**src/rtl/mem_arbiter.sv**
```systemverilog
// mem_arbiter: shares one memory port between an instruction-fetch requester
// and a data requester. Each access runs IDLE -> ACCESS (LATENCY cycles) ->
// DONE (one-cycle ack). Fixed data priority by default; defining the macro
// MEM_ARB_RR_EN switches contention handling to round-robin.
module mem_arbiter #(
    parameter int LATENCY = 2
) (
    input  logic        clk_i,
    input  logic        rst_i,
    input  logic        if_req_i,
    input  logic [31:0] if_addr_i,
    output logic        if_ack_o,
    output logic [31:0] if_rdata_o,
    input  logic        dm_req_i,
    input  logic        dm_we_i,
    input  logic [31:0] dm_addr_i,
    input  logic [31:0] dm_wdata_i,
    input  logic [1:0]  dm_width_i,
    output logic        dm_ack_o,
    output logic [31:0] dm_rdata_o,
    output logic        mem_en_o,
    output logic        mem_we_o,
    output logic [31:0] mem_addr_o,
    output logic [31:0] mem_wdata_o,
    output logic [1:0]  mem_width_o,
    input  logic [31:0] mem_rdata_i,
    output logic        busy_o
);

    typedef enum logic [1:0] {IDLE, ACCESS, DONE} state_t;

    state_t      state;
    state_t      state_nxt;
    logic [3:0]  cnt;
    logic        last_cnt;
    logic        any_req;
    logic        grant_dm;
    logic        lat_sel_dm;
    logic        lat_we;
    logic [31:0] lat_addr;
    logic [31:0] lat_wdata;
    logic [1:0]  lat_width;

    assign any_req  = if_req_i | dm_req_i;
    assign last_cnt = (cnt == 4'(LATENCY - 1));

`ifdef MEM_ARB_RR_EN
    logic last_grant_dm;

    // Round-robin winner: on contention the port that did not win last time goes
    always_comb begin
        grant_dm = dm_req_i;
        if (if_req_i && dm_req_i) begin
            grant_dm = ~last_grant_dm;
        end
    end

    // Remember who was granted; reset to fetch so data wins the first contention
    always_ff @(posedge clk_i or posedge rst_i) begin
        if (rst_i) begin
            last_grant_dm <= 1'b0;
        end else if (state == IDLE && any_req) begin
            last_grant_dm <= grant_dm;
        end
    end
`else
    assign grant_dm = dm_req_i;
`endif

    // State register
    always_ff @(posedge clk_i or posedge rst_i) begin
        if (rst_i) begin
            state <= IDLE;
        end else begin
            state <= state_nxt;
        end
    end

    // Next-state logic and memory/ack outputs; mem command is zero outside ACCESS
    always_comb begin
        state_nxt   = state;
        mem_en_o    = 1'b0;
        mem_we_o    = 1'b0;
        mem_addr_o  = 32'h0;
        mem_wdata_o = 32'h0;
        mem_width_o = 2'b00;
        if_ack_o    = 1'b0;
        dm_ack_o    = 1'b0;
        busy_o      = 1'b1;
        case (state)
            IDLE: begin
                busy_o = 1'b0;
                if (any_req) begin
                    state_nxt = ACCESS;
                end
            end
            ACCESS: begin
                mem_en_o    = (cnt == 4'd0);
                mem_we_o    = (cnt == 4'd0) && lat_we;
                mem_addr_o  = lat_addr;
                mem_wdata_o = lat_wdata;
                mem_width_o = lat_width;
                if (last_cnt) begin
                    state_nxt = DONE;
                end
            end
            DONE: begin
                if_ack_o  = ~lat_sel_dm;
                dm_ack_o  = lat_sel_dm;
                state_nxt = IDLE;
            end
            default: begin
                state_nxt = IDLE;
            end
        endcase
    end

    // Latch the winning command, count access cycles, capture read data on the last one
    always_ff @(posedge clk_i or posedge rst_i) begin
        if (rst_i) begin
            cnt        <= 4'd0;
            lat_sel_dm <= 1'b0;
            lat_we     <= 1'b0;
            lat_addr   <= 32'h0;
            lat_wdata  <= 32'h0;
            lat_width  <= 2'b00;
            if_rdata_o <= 32'h0;
            dm_rdata_o <= 32'h0;
        end else begin
            case (state)
                IDLE: begin
                    cnt <= 4'd0;
                    if (any_req) begin
                        lat_sel_dm <= grant_dm;
                        lat_we     <= grant_dm ? dm_we_i : 1'b0;
                        lat_addr   <= grant_dm ? dm_addr_i : if_addr_i;
                        lat_wdata  <= grant_dm ? dm_wdata_i : 32'h0;
                        lat_width  <= grant_dm ? dm_width_i : 2'b10;
                    end
                end
                ACCESS: begin
                    if (last_cnt) begin
                        cnt <= 4'd0;
                        if (!lat_we) begin
                            if (lat_sel_dm) begin
                                dm_rdata_o <= mem_rdata_i;
                            end else begin
                                if_rdata_o <= mem_rdata_i;
                            end
                        end
                    end else begin
                        cnt <= cnt + 4'd1;
                    end
                end
                default: begin
                    cnt <= 4'd0;
                end
            endcase
        end
    end

endmodule

```
**config.mk**
```make
export PLATFORM = sky130hd
export DESIGN_NAME = mem_arbiter
export DESIGN_NICKNAME = d
export VERILOG_FILES = /design/src/rtl/mem_arbiter.sv
export SDC_FILE = /design/constraint.sdc
export NUM_CORES = 1
export LEC_CHECK = 0
export BUFFER_PORTS_ARGS = -buffer_cell sky130_fd_sc_hd__buf_2
export CORE_MARGIN = 1.5
export CORE_UTILIZATION = 43
export DETAILED_ROUTE_END_ITERATION = 12
export GPL_TIMING_DRIVEN = 0
export PLACE_DENSITY = 0.77
export SLEW_MARGIN = 20
export SYNTH_ARGS = -nofsm -noshare
export SYNTH_HDL_FRONTEND = slang
export SYNTH_SLANG_ARGS = --single-unit
```
**constraint.sdc**
```tcl
create_clock -name clk_i -period 4.2 [get_ports clk_i]
set_input_delay 0.84 -clock clk_i [delete_from_list [all_inputs] [get_ports clk_i]]
set_output_delay 0.84 -clock clk_i [all_outputs]
set_load 0.03 [all_outputs]
```
---- After elaboration in Yosys (flattened, before gate mapping) ----
Cells that the tools add are included.
word-level totals
  bits in registers ....................... 138
  bits in latches ......................... 0
  RAM bits ................................ 0
  bits in read-only memories .............. 0
  input port bits ......................... 135
  output and inout bits ................... 135
  word-level logic and storage cells ...... 42
  memories ................................ 0
operators by class
  $add $sub $neg .......................... 1
  $mul .................................... 0
  div/mod/pow operators ................... 0
  order comparisons ....................... 0
  eq/ne operators ......................... 5
  shift-type cells ........................ 0
  muxes and demuxes ....................... 17
  bitwise gates (word level) .............. 3
  reductions and logical operators ........ 7
operators with widths
  operator                                       number
  two-way mux 32 bit                             4
  two-way mux 2 bit                              4
  two-way mux 4 bit                              2
  AND reduction 4 bit                            2
  two-way mux 1 bit                              6
  adder 4 x 1 -> 4 bit, second input constant    1
  == test 4 x 1 -> 1 bit, second input constant  1
  logical NOT 4 bit                              1
  inequality test 2 bit, second input constant   2
  case mux 2 bit (2 select lines)                1
  AND reduction 2 bit                            2
  == test 2 x 1 -> 1 bit, second input constant  1
  == test 2 bit, second input constant           1
  logical NOT 2 bit                              1
  inverter 1 bit                                 2
  logical AND 1 bit                              1
  OR 1 bit                                       1

---- Depth between registers and ports, before layout ----
Gate-level depths: netlist of the first run.
  word-level depth ........................ 3
  mapped depth ............................ 5
  gate-level depth less buffers ........... 3

---- Worst setup path before layout of the first run ----
No wires, ideal clock.
  path type ............................... reg2out
  start ................................... reg cnt[1]
  end ..................................... out mem_we_o
  arrival time ............................ 1880 ps
  required time ........................... 3360 ps
  slack ................................... 1480 ps
  stages on the path, launching flop included .. 4
  path buffers ............................ 0
  path through ............................ dfrtp_1 or3_1 nor3_1 and2_1
on the way
  longest elaborated chain between the ends .. 3
RTL lines
  item                    RTL line  source
  start, declared         34        logic [3:0] cnt;
  start signal, assigned  152       cnt <= cnt + 4'd1;
  logical NOT 4 bit       99        mem_we_o = (cnt == 4'd0) && lat_we;
  logical AND 1 bit       99
  two-way mux 1 bit       90        case (state)
  end, declared           22        output logic mem_we_o,
No other way between the ends.

---- Worst setup path after layout of the first run ----
  start ................................... reg state[0]
  end ..................................... out mem_addr_o[15]
on the way
  longest elaborated chain between the ends .. 2
RTL lines
  item                    RTL line  source
  start, declared         32        state_t state;
  start signal, assigned  75        state <= state_nxt;
  == test 2 x 1 -> 1 bit  90
  two-way mux 32 bit      90
  end, declared           23        output logic [31:0] mem_addr_o,
No other way between the ends.

==> results.env, run 1 <==
STATUS='completed'
YOSYSMOSTFREQUENTCELL='dfrtp_1'
YOSYS.AREA_SHARE.ADDER=0
DETAIL_ROUTE.DRC_VIOLATIONS=0
CTS_TREE='done'
R2R-START='cnt[1]'
REGTOREGSETUPSLACK_NS=2.06
FLOORPLAN.DIE.WIDTH_UM=120.6
MAX_CAP_VIOL_COUNT=0
START_UTIL=0.4441
POSTSYNTHNETCOUNT=564
SYNTHXORXNORAREAFRAC=0.002944
CRITPATHARRIVALTIME_NS=2.32
SYNTH-SIMPLE-AREA-SHARE=0.09399
HTREE_LEVELS=4
WORST_SETUP_PATH_START='state[0]'
START_POINT_OF_THE_WORST_MIN_DELAY_PATH='lat_wdata[20]'
ACHIEVABLE-FREQUENCY_MHz=316.2
PORT_BUFFERS=268
GROUTE.USAGE.OVERALL=0.2116
GRT-OVFL-TOTAL=0
SYNTHESIS.AREA_PER_INSTANCE_UM2=13.87
PLACED_STANDARD_CELL_AREA_UM2=7604
POST_SYNTH_INST_COUNT=429
FRACTION_OF_FINAL_LAYOUT_CELLS_WITH_DRIVE_STRENGTH_GREATER_THAN_1=0.5948
SYNTHMUXAREASHARE=0.2422
POST-ROUTE-MIN-PERIOD_NS=3.162
CLOCK_SINKS=138
SYNTH-EDFF-COUNT=0
POWER.IR.VDD_WORST_V=0.0005240
SYNTH_AREA_IN_COMPOUND_GATES=0.05593
FINALSETUPVIOLCOUNT=0
MIN_DELAY_PATH_DEPTH=1
TOTAL_WIRE_LENGTH_MM=14.99
DR_WL_CELL_UM=16.49
MAX-CLOCK-PATH-BUFFERS=2
CRIT_TOP_CELL='clkbuf_1'
HOLD_BUFFERS=0
VIAS_PER_CELL=4.980
ASYNC_RESET_FF_FRAC=1.000
CORE_AREA_UM2=13400
GRT_START_MAX_NET_PINS=36
CTS-RESIZED-GATES=0
CTS_MADE_BUFFERS=17
GR-MAX-USAGE-LAYER='met2'
ANT_NETS=0
PATH_CLK_SLEW_NS=0.06
SUMMED_AREA_OF_NON_FILLER_CELLS_IN_THE_FINAL_LAYOUT_UM2=8185
SYNTHTOPCELLSBYAREA='dfrtp_1 (58%), mux2_2 (24%), and2_1 (7.0%), a22o_1 (5.0%), clkbuf_1 (1.5%)'
YOSYS.AREA.TOP_TYPE='dfrtp_1'
SYNTH.DISTINCT_CELLS=28
HOLD_PATH_CLASS='flop to flop'
AREA_GROWTH_FROM_SYNTHESIS_TO_LAYOUT_PCT=37.55
SEQ_AREA_FRAC_SYNTH=0.5803
DRT_PRE_ANTENNA_ITERS=4
DRT_FIRST_ITER_VIOLATIONS=151
LAYOUT_WORST_PATH_CYCLE_SHARE=0.7529
GLOBAL_ROUTE.USAGE.MET2=0.3629
FINAL_MAX_TRAN_VIOLS=0
SLEW_HEADROOM=0.5837
WORST-ENDPOINT-REQUIRED_NS=3.36
INSERTION_DELAY_OF_THE_LATER_CLOCKED_PIN_IN_THE_WORST_SKEW_PAIR_NS=0.42
POWER.STATIC_LEAKAGE_nW=4.075
HOLD-PATH-ENDPOINT='lat_wdata[20]'
NUMBER_OF_FAILING_HOLD_ENDPOINTS_AT_THE_FINAL_STAGE=0
YOSYSWARNINGCOUNT=0
NETS=855
CP_SLOWEST_STAGE_DELAY_NS=0.42
GRT_FIRST_PASS_WIRELENGTH_MM=23.69
FLOORPLAN.IO_PINS=270
WORST_SLEW_PIN_SLEW_NS=0.6232
SETUP_TOTAL_NEGATIVE_SLACK_NS=0
POSTCTSSETUPBUFFERS=0
DIODES=0
DR_TOTAL_VIAS=4527
TOTAL_DIE_AREA_UM2=14550
HOLD-WORST-SLACK_NS=0.4874
RR_ENDPOINT='if_rdata_o[19]'
STARTPOINT_TYPE='flop'
SYNTH.FF_LATCH_COUNT=138
VIA_COUNT_OF_THE_FIRST_GLOBAL_ROUTING_PASS=4748
YS_DOMINANT_REG_CELL='dfrtp_1'
WORSTPATHMAXFANOUT=10
HPWLAFTERDP_MM=11.58
SYNTH.TOP_CELL.AREA_SHARE=0.5803
CPLARGESTDELAYFAMILY='buffers and inverters'
WORST_CASE_CLOCK_SKEW_NS=0.01048
SYNTHESIS.AREA_UM2=5951
WORSTPATHBUFFERINVERTERCOUNT=3
WORSTPATHCELLLIST='nor2b_1 -> clkbuf_1 -> clkbuf_1 -> and2_1 -> buf_2'
WORST-R2R-CELL-COUNT=4
TIMING.CRITICAL_PATH.SLOWEST_STAGE_CELL='clkbuf_1'
UNREPAIRED_SETUP_ENDPOINTS_AFTER_GLOBAL_ROUTING='false'
MET3_USAGE=0.05283
CRIT_END_ELEMENT='output pin'
CRITICAL_SETUP_PATH_CLASS='flop to output pin'
POWERDENSITY_nW_PER_UM2=892.5
FINALWEIGHTEDCONGESTION=0.8238
FP-ROW-COUNT=42
GR-USAGE-MET1=0.2533
SYNTH_TOP_FAMILY_BY_AREA='multiplexers'
ANTENNA_VIOLATIONS_BEFORE_REPAIR=0
DIE-HEIGHT_UM=120.6
SYNTH_COMMON_CELLS='dfrtp_1 (138), mux2_2 (126), and2_1 (67), a22o_1 (34), clkbuf_1 (24)'
CTS.ROOT.BUFFER_CELL='clkbuf_16'
## placed cells by master (no fill, tap or decap), types with 2 or more instances in the layout
master,count
a22o_1,34
and2_1,67
buf_1,2
buf_12,3
buf_2,268
buf_6,3
clkbuf_1,24
clkbuf_16,17
clkbuf_8,3
clkinv_2,2
clkinv_4,4
clkinvlp_4,4
dfrtp_1,138
inv_1,3
inv_6,2
mux2_1,2
mux2_2,126
nand2_1,2
nand2b_1,2
nor2_1,6
nor2b_1,2
o21ai_0,2
xor2_1,2
## report_power, final
| group | internal [mW] | leakage [nW] | switching (mW) | total [mW] |
|---|---|---|---|---|
| sequential | 1.97 | 1.66 | 0.321 | 2.29 |
| combinational | 1.33 | 2.14 | 2.26 | 3.59 |
| clock | 0.865 | 0.279 | 0.559 | 1.42 |
| total | 4.16 | 4.07 | 3.14 | 7.31 |
## worst reg2reg max path, stage by stage (launching register included)
cell	delay, ns
dfrtp_1	0.45
or4b_4	0.58
nor4_4	0.39
buf_6	0.24
mux2_2	0.36
## final cells by class
type	count	area, µm²
multi-input cells	258	2351
repair buffers	272	1429
well taps	176	220.2
fillers	1106	5215
clock inverters	12	115.1
clock buffers	20	466.7
inverters	4	18.77
plain buffers	29	131.4
flip-flops and latches	138	3453
## worst max-delay path by stage
stage                     cells past startpoint  slack [ns]        endpoint
after global placement                        2        0.91  dm_rdata_o[25]
after floorplan                               3        1.48        mem_we_o
after CTS                                     5        0.99  mem_addr_o[18]
after detailed placement                      5        1.46  mem_addr_o[18]
after global routing                          5        0.84  mem_addr_o[15]
final                                         5        1.04  mem_addr_o[15]
## through the flow
| stage | util | power, mW | instances | setup WS (ns) |
|---|---|---|---|---|
| 2_1_floorplan | - | 4.825 | 429 | 1.480 |
| 3_5_place_dp | 0.5674 | 5.923 | 877 | 1.456 |
| 6_report | 0.6108 | 7.305 | 909 | 1.038 |
| 5_1_grt | 0.6108 | 7.701 | 909 | 0.8421 |
| 3_3_place_gp | 0.5609 | 5.803 | 873 | 0.9064 |
| 4_1_cts | 0.6108 | 7.386 | 909 | 0.9924 |
## state kept, by name, summed over array words and instances, names as in the netlist
name	count
lat_addr	32
dm_rdata_o	32
lat_wdata	32
state	2
lat_sel_dm	1
lat_we	1
lat_width	2
cnt	4
if_rdata_o	32
## cell families after synthesis
family	Yosys count
and+or+nand+nor	88
buffers and inverters	33
DFF	138
xor gates and xnor gates	2
muxes	128
AOI/OAI and AO/OA	40
## per-layer routing
layer	wire length [µm]	part of all wire
met2	7744	0.52
met1	6095	0.41
met4	376	0.025
met3	774	0.052
met5	0	0
Power figures use the tool's default switching activity.
==> inputs of run 2 (changes only) <==
--- a/config.mk
+++ b/config.mk
@@ -7,10 +7,10 @@
 export LEC_CHECK = 0
 export BUFFER_PORTS_ARGS = -buffer_cell sky130_fd_sc_hd__buf_2
 export CORE_MARGIN = 1.5
-export CORE_UTILIZATION = 43
+export CORE_UTILIZATION = 47
 export DETAILED_ROUTE_END_ITERATION = 12
 export GPL_TIMING_DRIVEN = 0
-export PLACE_DENSITY = 0.77
+export PLACE_DENSITY = 0.8
 export SLEW_MARGIN = 20
 export SYNTH_ARGS = -nofsm -noshare
 export SYNTH_HDL_FRONTEND = slang
==> constraint.sdc (replaced) <==
create_clock -name clk_i -period 3.2 [get_ports clk_i]
set_input_delay 0.64 -clock clk_i [delete_from_list [all_inputs] [get_ports clk_i]]
set_output_delay 0.64 -clock clk_i [all_outputs]
set_load 0.03 [all_outputs]
==> run 2 against run 1 <==
Effect of this change:
- core utilization increased by 6.2 points
- non-clock buffer count unchanged
- via count decreased by 1.2%
- register-to-register slack got worse by 0.97 ns
- worst hold slack got worse by 0.35 ns
- wire length about the same
- clock power increased by 39%
- critical path type unchanged
==> results.env, run 2 (same netlist as run 1, synthesis figures left out) <==
WORSTPATHMAXFANOUT=10
ACHIEVABLE-FREQUENCY_MHz=325.6
VIA_COUNT_OF_THE_FIRST_GLOBAL_ROUTING_PASS=4715
INSERTION_DELAY_OF_THE_LATER_CLOCKED_PIN_IN_THE_WORST_SKEW_PAIR_NS=0.41
LAYOUT.CELLS.MOST_COMMON='buf_2'
WORST_SLEW_PIN_SLEW_NS=0.6129
STARTPOINT_TYPE='flop'
SETUP_TOTAL_NEGATIVE_SLACK_NS=0
PORT_BUFFERS=268
GROUTE.USAGE.OVERALL=0.2314
LAYOUT.CELLS.NON_FILLER=900
CP_SLOWEST_STAGE_DELAY_NS=0.46
CRITPATHARRIVALTIME_NS=2.43
START_UTIL=0.4893
FRACTION_OF_FINAL_LAYOUT_CELLS_WITH_DRIVE_STRENGTH_GREATER_THAN_1=0.5929
R2R-START='cnt[1]'
MAX_CAP_VIOL_COUNT=0
ANT_NETS=0
DR_WL_CELL_UM=16.67
DP_CELLS=869
DR_TOTAL_VIAS=4473
DIE-HEIGHT_UM=115.5
FINAL_MAX_TRAN_VIOLS=0
POST-ROUTE-MIN-PERIOD_NS=3.071
CRITICAL_SETUP_PATH_CLASS='flop to output pin'
CTS-RESIZED-GATES=0
HTREE_LEVELS=4
FINALSETUPVIOLCOUNT=0
PATH_CLK_SLEW_NS=0.06
TIMING.CRITICAL_PATH.SLOWEST_STAGE_CELL='clkbuf_1'
DIODES=0
LAYOUT_WORST_PATH_CYCLE_SHARE=0.9597
POWER.STATIC_LEAKAGE_nW=4.081
MOSTFREQUENTLAYOUTCELLS='buf_2 (268), dfrtp_1 (138), mux2_2 (126)'
STATUS='completed'
HPWLAFTERDP_MM=11.47
UNREPAIRED_SETUP_ENDPOINTS_AFTER_GLOBAL_ROUTING='false'
HOLD_PATH_CLASS='input pin to asynchronous set/reset pin'
WORST_CASE_CLOCK_SKEW_NS=0.007528
DETAIL_ROUTE.DRC_VIOLATIONS=0
GRT_START_MAX_NET_PINS=37
FINALWEIGHTEDCONGESTION=0.7879
POWER.IR.VDD_WORST_V=0.0007160
DRT_PRE_ANTENNA_ITERS=4
CTS_TREE='done'
GRT-OVFL-TOTAL=0
CLOCK_SINKS=138
RR_ENDPOINT='if_rdata_o[9]'
CPLARGESTDELAYFAMILY='buffers and inverters'
SLEW_HEADROOM=0.5914
POWERDENSITY_nW_PER_UM2=1188
ANTENNA_VIOLATIONS_BEFORE_REPAIR=0
CRIT_END_ELEMENT='output pin'
NUMBER_OF_FAILING_HOLD_ENDPOINTS_AT_THE_FINAL_STAGE=0
CRIT_TOP_CELL='clkbuf_1'
POSTCTSSETUPBUFFERS=0
CTS_MADE_BUFFERS=17
HOLD_BUFFERS=0
PATH_DEPTH=5
FLOORPLAN.DIE.WIDTH_UM=115.5
GRT_FIRST_PASS_WIRELENGTH_MM=23.38
NETS=855
MAX-CLOCK-PATH-BUFFERS=2
FP-ROW-COUNT=40
CTS.ROOT.BUFFER_CELL='clkbuf_16'
WORSTPATHBUFFERINVERTERCOUNT=3
FLOORPLAN.IO_PINS=270
TOTAL_DIE_AREA_UM2=13340
VIAS_PER_CELL=4.970
WORST-ENDPOINT-REQUIRED_NS=2.56
AREA_GROWTH_FROM_SYNTHESIS_TO_LAYOUT_PCT=37.59
DRT_FIRST_ITER_VIOLATIONS=164
TOTAL_WIRE_LENGTH_MM=15.00
CORE_AREA_UM2=12160
WORSTPATHCELLLIST='nor2b_1 -> clkbuf_1 -> clkbuf_1 -> and2_1 -> buf_2'
WORST-R2R-CELL-COUNT=4
REGTOREGSETUPSLACK_NS=1.09
==> run 2: layer usage <==
metal	share of wire	global-route usage	wire length, µm	up-vias
met5	0	0	0	-
met4	0.031	0.1152	470	0
met3	0.057	0.06381	860	36
met2	0.51	0.3953	7698	159
met1	0.40	0.2690	5975	2196
li1	-	-	-	2082
==> run 2: final cells by class <==
class | instances | area (µm²)
Clock buffer | 20 | 456.7
Timing Repair Buffer | 272 | 1421
Sequential cell | 138 | 3453
Clock inverter | 11 | 145.1
Multi-Input combinational cell | 258 | 2351
Tap cell | 168 | 210.2
Inverter | 4 | 18.77
Fill cell | 965 | 3974
Buffer | 29 | 131.4
==> run 2: worst max path at each step <==
stage	startpoint	to	slack [ns]
2_1_floorplan	cnt[1]	mem_we_o	0.68
3_3_place_gp	rst_i	lat_addr[24]	0.12
3_5_place_dp	dm_req_i	state[0]	0.63
4_1_cts	state[0]	mem_addr_o[15]	0.19
5_1_grt	state[0]	mem_addr_o[15]	0.02
6_report	state[0]	mem_addr_o[15]	0.13
==> run 2: per-stage QoR <==
step | total power [mW] | area [µm²] | setup WS [ns] | utilization | hold WS (ns)
2_1_floorplan | 6.332 | 5954 | 0.6799 | - | 0.4579
3_3_place_gp | 7.602 | 7506 | 0.1160 | 0.6172 | 0.4634
3_5_place_dp | 7.790 | 7586 | 0.6261 | 0.6238 | 0.4699
4_1_cts | 9.804 | 8188 | 0.1927 | 0.6733 | 0.1207
5_1_grt | 10.22 | 8188 | 0.02468 | 0.6733 | 0.1294
6_report | 9.731 | 8188 | 0.1291 | 0.6733 | 0.1337
==> run 2: report_power, final <==
part           internal, mW  switching, mW
Clock                  1.26          0.723
Combinational          1.74           2.98
Sequential             2.59          0.438
==> run 2: worst reg2reg max path, stage by stage, from the launching register on <==
cell	delay [ns]
dfrtp_1	0.45
or4b_4	0.58
nor4_4	0.38
buf_6	0.23
mux2_2	0.35
